File: src/rtl/encode_mul_arb.sv
// encode_mul_arb: round-robin arbiter feeding one shared pipelined signed x unsigned multiplier.
// Ports (encode_mul_arb):
//   clk, reset      - clock, asynchronous active-high reset
//   en              - grant enable; in-flight ops still drain while low
//   req_valid/req_a/req_b/req_ready - per-requester operands and one-hot grant
//   rsp_valid/rsp_data - one-hot result strobe and 31-bit signed product
//   busy, inflight  - activity flag and count of accepted-but-unreturned ops
// Ports (encode_mul_mul_16s_15ns_31_4_1):
//   clk, ce, din0 (signed 16), din1 (unsigned 15), dout (signed 31) after 3 edges

module encode_mul_mul_16s_15ns_31_4_1 (
    input  logic        clk,
    input  logic        ce,
    input  logic [15:0] din0,
    input  logic [14:0] din1,
    output logic [30:0] dout
);
    logic [15:0] a_r;
    logic [14:0] b_r;
    logic [30:0] p_r;
    logic signed [31:0] prod;

    // din1 is zero-extended so it multiplies as an unsigned operand
    assign prod = $signed(a_r) * $signed({1'b0, b_r});

    always_ff @(posedge clk) begin
        if (ce) begin
            a_r  <= din0;
            b_r  <= din1;
            p_r  <= prod[30:0];
            dout <= p_r;
        end
    end
endmodule

module encode_mul_arb #(
    parameter int NREQ = 2
) (
    input  logic              clk,
    input  logic              reset,
    input  logic              en,
    input  logic [NREQ-1:0]   req_valid,
    input  logic [16*NREQ-1:0] req_a,
    input  logic [15*NREQ-1:0] req_b,
    output logic [NREQ-1:0]   req_ready,
    output logic [NREQ-1:0]   rsp_valid,
    output logic [30:0]       rsp_data,
    output logic              busy,
    output logic [2:0]        inflight
);
    logic [1:0]  ptr, gnt_idx;
    logic        gnt;
    logic [2:0]  idx;
    logic [3:0]  v_pad;
    logic [63:0] a_pad;
    logic [59:0] b_pad;
    logic [15:0] mul_a;
    logic [14:0] mul_b;
    logic [30:0] mul_p;
    logic [2:0]  sv;
    logic [1:0]  sid [0:2];

    // Padding to the 4-requester maximum keeps every variable index in range
    assign v_pad = 4'(req_valid);
    assign a_pad = 64'(req_a);
    assign b_pad = 60'(req_b);

    always_comb begin
        gnt     = 1'b0;
        gnt_idx = '0;
        idx     = '0;
        for (int k = 0; k < NREQ; k++) begin
            idx = 3'(ptr) + 3'(k);
            idx = (idx >= 3'(NREQ)) ? idx - 3'(NREQ) : idx;
            if (!gnt && en && v_pad[idx[1:0]]) begin
                gnt     = 1'b1;
                gnt_idx = idx[1:0];
            end
        end
    end

    assign req_ready = gnt ? NREQ'(1) << gnt_idx : '0;
    assign mul_a     = gnt ? a_pad[16*gnt_idx +: 16] : '0;
    assign mul_b     = gnt ? b_pad[15*gnt_idx +: 15] : '0;
    assign busy      = inflight != 3'd0;

    encode_mul_mul_16s_15ns_31_4_1 u_mul (
        .clk  (clk),
        .ce   (1'b1),
        .din0 (mul_a),
        .din1 (mul_b),
        .dout (mul_p)
    );

    // Tracking valids are reset so ops in flight at reset never produce a result,
    // even though the multiplier's data registers keep whatever they held.
    always_ff @(posedge clk or posedge reset) begin
        if (reset) begin
            ptr       <= '0;
            sv        <= '0;
            sid[0]    <= '0;
            sid[1]    <= '0;
            sid[2]    <= '0;
            rsp_valid <= '0;
            rsp_data  <= '0;
            inflight  <= '0;
        end else begin
            sv        <= {sv[1:0], gnt};
            sid[0]    <= gnt_idx;
            sid[1]    <= sid[0];
            sid[2]    <= sid[1];
            if (gnt)
                ptr <= (gnt_idx == 2'(NREQ - 1)) ? 2'd0 : gnt_idx + 2'd1;
            rsp_valid <= sv[2] ? NREQ'(1) << sid[2] : '0;
            if (sv[2])
                rsp_data <= mul_p;
            // an op stays counted through the cycle its rsp_valid is shown
            inflight  <= inflight + 3'(gnt) - 3'(|rsp_valid);
        end
    end
endmodule

File: config.mk
export PLATFORM = sky130hd
export DESIGN_NAME = encode_mul_arb
export DESIGN_NICKNAME = d
export VERILOG_FILES = /design/src/rtl/encode_mul_arb.sv
export SDC_FILE = /design/constraint.sdc
export NUM_CORES = 1
export LEC_CHECK = 0
export BUFFER_PORTS_ARGS = -buffer_cell sky130_fd_sc_hd__buf_2
export CORE_MARGIN = 2
export CORE_UTILIZATION = 23
export CTS_CLUSTER_SIZE = 10
export DETAILED_ROUTE_END_ITERATION = 8
export PLACE_DENSITY = 0.37
export SLEW_MARGIN = 20
export SYNTH_ARGS = -nofsm -noshare
export SYNTH_HDL_FRONTEND = slang
export SYNTH_SLANG_ARGS = --single-unit
File: constraint.sdc
create_clock -name clk -period 8.6 [get_ports clk]
set_clock_uncertainty 0.1 [all_clocks]
set_input_delay 1.72 -clock clk [delete_from_list [all_inputs] [get_ports clk]]
set_output_delay 1.72 -clock clk [all_outputs]
set_load 0.05 [all_outputs]
Word level (Yosys, flattened, before mapping)
Cells that the tools add are included.
Storage, ports and cells
  latch bits: 0
  output and inout port bits: 39
  logic and storage cells: 48
  input bits: 67
  memories kept: 0
  bits in registers: 140
  bits in writable memories: 0
  ROM bits: 0
Operators by class
  muxes and demuxes: 13
  div/mod/pow operators: 0
  multiply operators: 2
  order comparisons: 4
  reductions and logical operators: 6
  equal/unequal tests: 1
  shift-type cells: 4
  add/subtract/negate cells: 6
  bitwise gates (word level): 0
Operators with widths (count)
  indexed part select 64 x 7 -> 16 bit: 1
  indexed part select 60 x 7 -> 15 bit: 1
  multiplier 16 x 16 -> 31 bit: 1
  2-to-1 mux 2 bit: 7
  < comparator 2 x 3 -> 1 bit (second input constant): 2
  multiplier 4 x 2 -> 6 bit (first input constant): 1
  binary-select mux 1 bit (select 2 bit): 2
  2-to-1 mux 1 bit: 4
  << shifter 1 x 2 -> 2 bit (first input constant): 2
  subtractor 2 bit (second input constant): 2
  adder 2 x 1 -> 3 bit (second input constant): 1
  adder 3 x 1 -> 3 bit: 1
  greater-or-equal comparator 3 x 2 -> 1 bit (second input constant): 1
  logical AND 1 bit: 3
  nonzero test 3 bit: 1
  subtractor 3 x 1 -> 3 bit: 1
  adder 2 x 1 -> 2 bit (second input constant): 1
  == test 2 x 1 -> 1 bit (second input constant): 1
  greater-or-equal comparator 2 bit (second input constant): 1
  OR reduction 2 bit: 1
  zero test 1 bit: 1

Logic depth before layout (Yosys ltp)
  word-level depth: 12
  gate-level depth with buffers: 25
  gate-level depth less buffers: 23

Hierarchy
Synthesis repeated with hierarchy kept, for this count alone.
Second synthesis, totals
  cells, all modules: 1300
  area total of the unflattened synthesis: 14277.4 sq um
Modules (own cells, without submodules)
  encode_mul_mul_16s_15ns_31_4_1: times used 1, cells an instance 1148, area an instance 12181.7 sq um, seq. area each 2792.7 sq um
  encode_mul_arb: times used 1, cells an instance 152, area an instance 2095.8 sq um, seq. area each 1176.1 sq um

Least setup slack after synthesis
No wires, ideal clock.
  kind: register -> register
  from: register u_mul.b_r[1]
  to: register u_mul.p_r[20]
  library setup time: 0.079 ns
  stages on the path, launching flop included: 21
  clock period less this slack: 5.942 ns
  path buffers: 1
  path slack: 2.658 ns
  data required time: 8.421 ns
  data arrival time: 5.763 ns
  cells stage by stage: dfxtp_1 clkbuf_1 nand2_1 fa_1 fa_1 inv_1 fa_1 inv_1 fa_1 fa_1 fa_1 inv_1 ha_1 a21o_1 a21o_1 a21oi_1 o31ai_2 a41o_1 a21oi_2 or4b_1 o211ai_1
On the way
  word-level cells in the longest chain between the ends: 1
RTL lines
  start: declaration: RTL line 19  | logic [14:0] b_r;
  start signal: assignment: RTL line 29  | b_r <= din1;
  multiplier 16 x 16 -> 31 bit: RTL line 24  | assign prod = $signed(a_r) * $signed({1'b0, b_r});
  net u_mul.prod[20]: RTL line 21  | logic signed [31:0] prod;
  end signal: assignment: RTL line 30  | p_r <= prod[30:0];
  end: declaration: RTL line 20  | logic [30:0] p_r;
The timed path passes the listed nets, and every way through them passes these cells.
A chain may end at the register's enable or synchronous reset.

Worst setup path in the final report
  from: register u_mul.b_r[1]
  to: register u_mul.p_r[29]
Same word-level chain as after synthesis.

==> impl_metrics.py <==
metrics = {
    "placement": {
        "gp_congestion": 0.751,
        "dp_hpwl_um": 27500,
        "place_area_um2": 14600,
        "place.port_buffers": 105,
        "pre_cts_slack_ns": 1.78,
        "dp.cells": 2169,
    },
    "yosys": {
        "syn_area_per_cell_um2": 9.92,
        "synth_flop_cell": "dfxtp_1",
        "async_flop_share": 0.336,
        "synth_cell_type_count": 55,
        "netlist_instances": 1343,
        "synth_nets": 1733,
        "synth_edf_count": 0,
        "ys_warn_count": 0,
        "seq_area_frac_synth": 0.228,
        "ys_ff_latch": 140,
        "syn_area_um2": 13300,
    },
    "power_and_ir_drop": {
        "power_density_nw_per_um2": 240,
        "ir_drop_mv": 0.152,
        "cellLeakagePower_nw": 7.57,
    },
    "sta": {
        "hold_viol_final": 0,
        "finalWorstSetupSlack_ns": 1.81,
        "min_period_ns": 6.79,
        "final.setup.tns_ns": 0,
        "worst_slew_pin_slew_ns": 0.828,
        "rsz0062_at_grt": "no",
        "setup_violations": 0,
        "hold_slack_ns": 0.225,
        "timing.final.crit_share": 0.790,
        "relSlewSlack": 0.447,
        "drv_slew": 0,
        "max_freq_mhz": 147,
    },
    "die": {
        "die_x_um": 245,
        "initial_utilization": 0.232,
        "dieArea_um2": 59900,
        "io_pins": 106,
        "die_y_um": 245,
        "coreArea_um2": 57500,
        "row_count": 88,
    },
    "detailed_routing": {
        "dr.pass1.iters": 4,
        "vias": 8798,
        "drtIter0Drc": 318,
        "wl_per_cell_um": 15.5,
        "drt-total-wl_um": 34100,
        "via_per_inst": 4.00,
        "drc": 0,
        "ant_nets": 0,
    },
    "grt": {
        "grt_max_degree": 48,
        "gr-total-overflow": 0,
        "grt_first_pass_wirelength_um": 56400,
        "antenna_found_initial": 0,
        "grt_pass1_vias": 10100,
        "grtUsageTotal": 0.126,
    },
    "clocking": {
        "root_buffer": "clkbuf_16",
        "clk_path_buf_depth": 2,
        "cts_tree": "built",
        "cts.sinks": 140,
        "cts_hold_buf": 0,
        "cts.repair.resized": 0,
        "h-tree-depth": 4,
        "cts_buffers": 17,
        "clk_latency_ns": 0.47,
        "post_cts_buffers": 0,
        "clk_pin_slew_ns": 0.06,
    },
    "layout": {
        "area_growth_pct": 14.4,
        "drive_above_1_share": 0.130,
        "final_nets": 1813,
        "layout.cells.non_filler": 2201,
        "final_area_um2": 15200,
        "antenna_cells": 0,
    },
    "worst_setup_path": {
        "path_class": "reg -> reg",
        "path_max_fanout": 16,
        "cp_num_buf_inv": 3,
        "worstPathRequired_ns": 8.85,
        "slowest_delay_ns": 0.76,
        "arrival_ns": 7.04,
        "cp_top_family": "adder cells",
        "cp_cell_sequence": "nand2_1, inv_1, fa_1, fa_1, fa_1, fa_1, fa_1, inv_1, fa_1, inv_1, ha_1, nand4_1, nor4b_1, a211oi_1, o211ai_1, nand3_1, o21ai_0, a21oi_1, xnor2_1",
        "crit_slowest_cell": "dfxtp_1",
        "critPathCaptureType": "register",
        "startpoint_type": "register",
        "cp_common_cell": "fa_1",
    },
    "hold_path": {
        "hp-class": "reg -> reg",
    },
    "run_status": {
        "outcome": "completed",
    },
    "run": {
        "drv_cap": 0,
    },
}
[state kept, by name (all words and copies together), names as in the netlist]
signal	flops
rsp_data	31
u_mul.a_r	16
sid	6
u_mul.dout	31
u_mul.p_r	31
u_mul.b_r	15
rsp_valid	2
sv	3
ptr	2
inflight	3
[Yosys cell counts (all sizes together) (3+ instances only)]
cell type	n	share of area
and3	4	0.0020
nor2	6	0.0017
ha	81	0.076
buf	3	0.0020
inv	299	0.084
xor2	8	0.0053
nand2b	3	0.0014
o211ai	5	0.0028
nand2	197	0.056
clkbuf	44	0.012
nor3	7	0.0026
a21oi	25	0.010
dfrtp	47	0.088
o21bai	4	0.0023
xnor2	30	0.020
dfxtp	93	0.14
mux2	31	0.026
and2	117	0.055
fa	242	0.36
nand3	7	0.0026
a2111oi	5	0.0047
o21ai	43	0.017
a211oi	4	0.0023
a21o	12	0.0070
[where the power goes]
part | switching, mW | internal [mW] | leakage [nW]
clock network | 0.310 | 0.452 | 0.283
logic | 1.16 | 0.705 | 5.93
registers | 0.143 | 0.881 | 1.36
[final cells by class]
| class | instances | area (um2) |
|---|---|---|
| Timing Repair Buffer | 110 | 563 |
| Inverter | 299 | 1120 |
| Clock inverter | 11 | 134 |
| Multi-Input combinational cell | 855 | 8950 |
| Fill cell | 6190 | 42200 |
| Sequential cell | 140 | 3040 |
| Clock buffer | 21 | 470 |
| Tap cell | 765 | 957 |
[metrics by stage]
step	power (mW)	utilization
2_1_floorplan	2.46	-
3_3_place_gp	2.96	0.255
3_5_place_dp	2.96	0.255
4_1_cts	3.76	0.265
5_1_grt	4.05	0.265
6_report	3.65	0.265
[per-layer routing]
layer / track usage / wire length [um] / vias to the layer above / share of wire
met5: 0 / 0 / - / 0
met4: 0.0459 / 825 / 0 / 0.024
met3: 0.0241 / 859 / 40 / 0.025
met2: 0.231 / 18100 / 99 / 0.53
met1: 0.145 / 14300 / 4500 / 0.42
li1: - / - / 4159 / -
[placed cells by master, fill, tap and decap left out, types with 3 or more instances in the layout]
cell / Yosys / final
inv_1: 299 / 298
fa_1: 242 / 242
nand2_1: 197 / 197
and2_1: 116 / 116
buf_2: 0 / 105
dfxtp_1: 93 / 93
ha_1: 81 / 81
dfrtp_1: 47 / 47
o21ai_0: 39 / 39
mux2_2: 31 / 31
xnor2_1: 30 / 30
a21oi_1: 23 / 23
clkbuf_16: 0 / 17
a21o_1: 9 / 9
xor2_1: 8 / 8
nand3_1: 7 / 7
nor3_1: 7 / 7
nor2_1: 6 / 6
o211ai_1: 5 / 5
buf_4: 0 / 5
a211oi_1: 4 / 4
o21bai_1: 4 / 4
a2111oi_0: 4 / 4
clkinvlp_4: 0 / 4
o21ai_2: 2 / 3
nand2b_1: 3 / 3
a21o_2: 3 / 3
and3_1: 3 / 3
clkbuf_8: 0 / 3
inv_6: 0 / 3
[worst reg2reg max path, cell delays in order (launching register included)]
cell and delay [ns]:
dfxtp_1 0.76, nand2_1 0.21, inv_1 0.16, fa_1 0.54, fa_1 0.56, fa_1 0.46, fa_1 0.51, fa_1 0.51
inv_1 0.06, fa_1 0.49, inv_1 0.05, ha_1 0.42, nand4_1 0.24, nor4b_1 0.42, a211oi_1 0.14, o211ai_1 0.41
nand3_1 0.18, o21ai_0 0.23, a21oi_1 0.11, xnor2_1 0.13
[worst paths after layout]
check | startpoint | endpoint | slack [ns] | cells after the start
setup / recovery | u_mul.b_r[1]$_SDFF_PN0_ | u_mul.p_r[29]$_DFF_P_ | 1.81 | 19
hold / removal | u_mul.p_r[26]$_DFF_P_ | u_mul.dout[26]$_DFF_P_ | 0.22 | 0
setup reg to reg | u_mul.b_r[1]$_SDFF_PN0_ | u_mul.p_r[29]$_DFF_P_ | 1.81 | 19
hold reg to reg | u_mul.p_r[26]$_DFF_P_ | u_mul.dout[26]$_DFF_P_ | 0.22 | 0
max in group asynchronous | reset | sv[1]$_DFF_PP0_ | 6.57 | 3
min in group asynchronous | reset | rsp_data[13]$_DFFE_PP0P_ | 1.34 | 3
[kinds of logic after synthesis]
family	synth area share
AOI/OAI and AO/OA	0.0506
xor gates and xnor gates	0.0250
adders and majority gates	0.440
buffers and inverters	0.100
DFF	0.228
muxes	0.0262
other	0.000281
and+or+nand+nor	0.130
(Power assumes the default switching activity.)
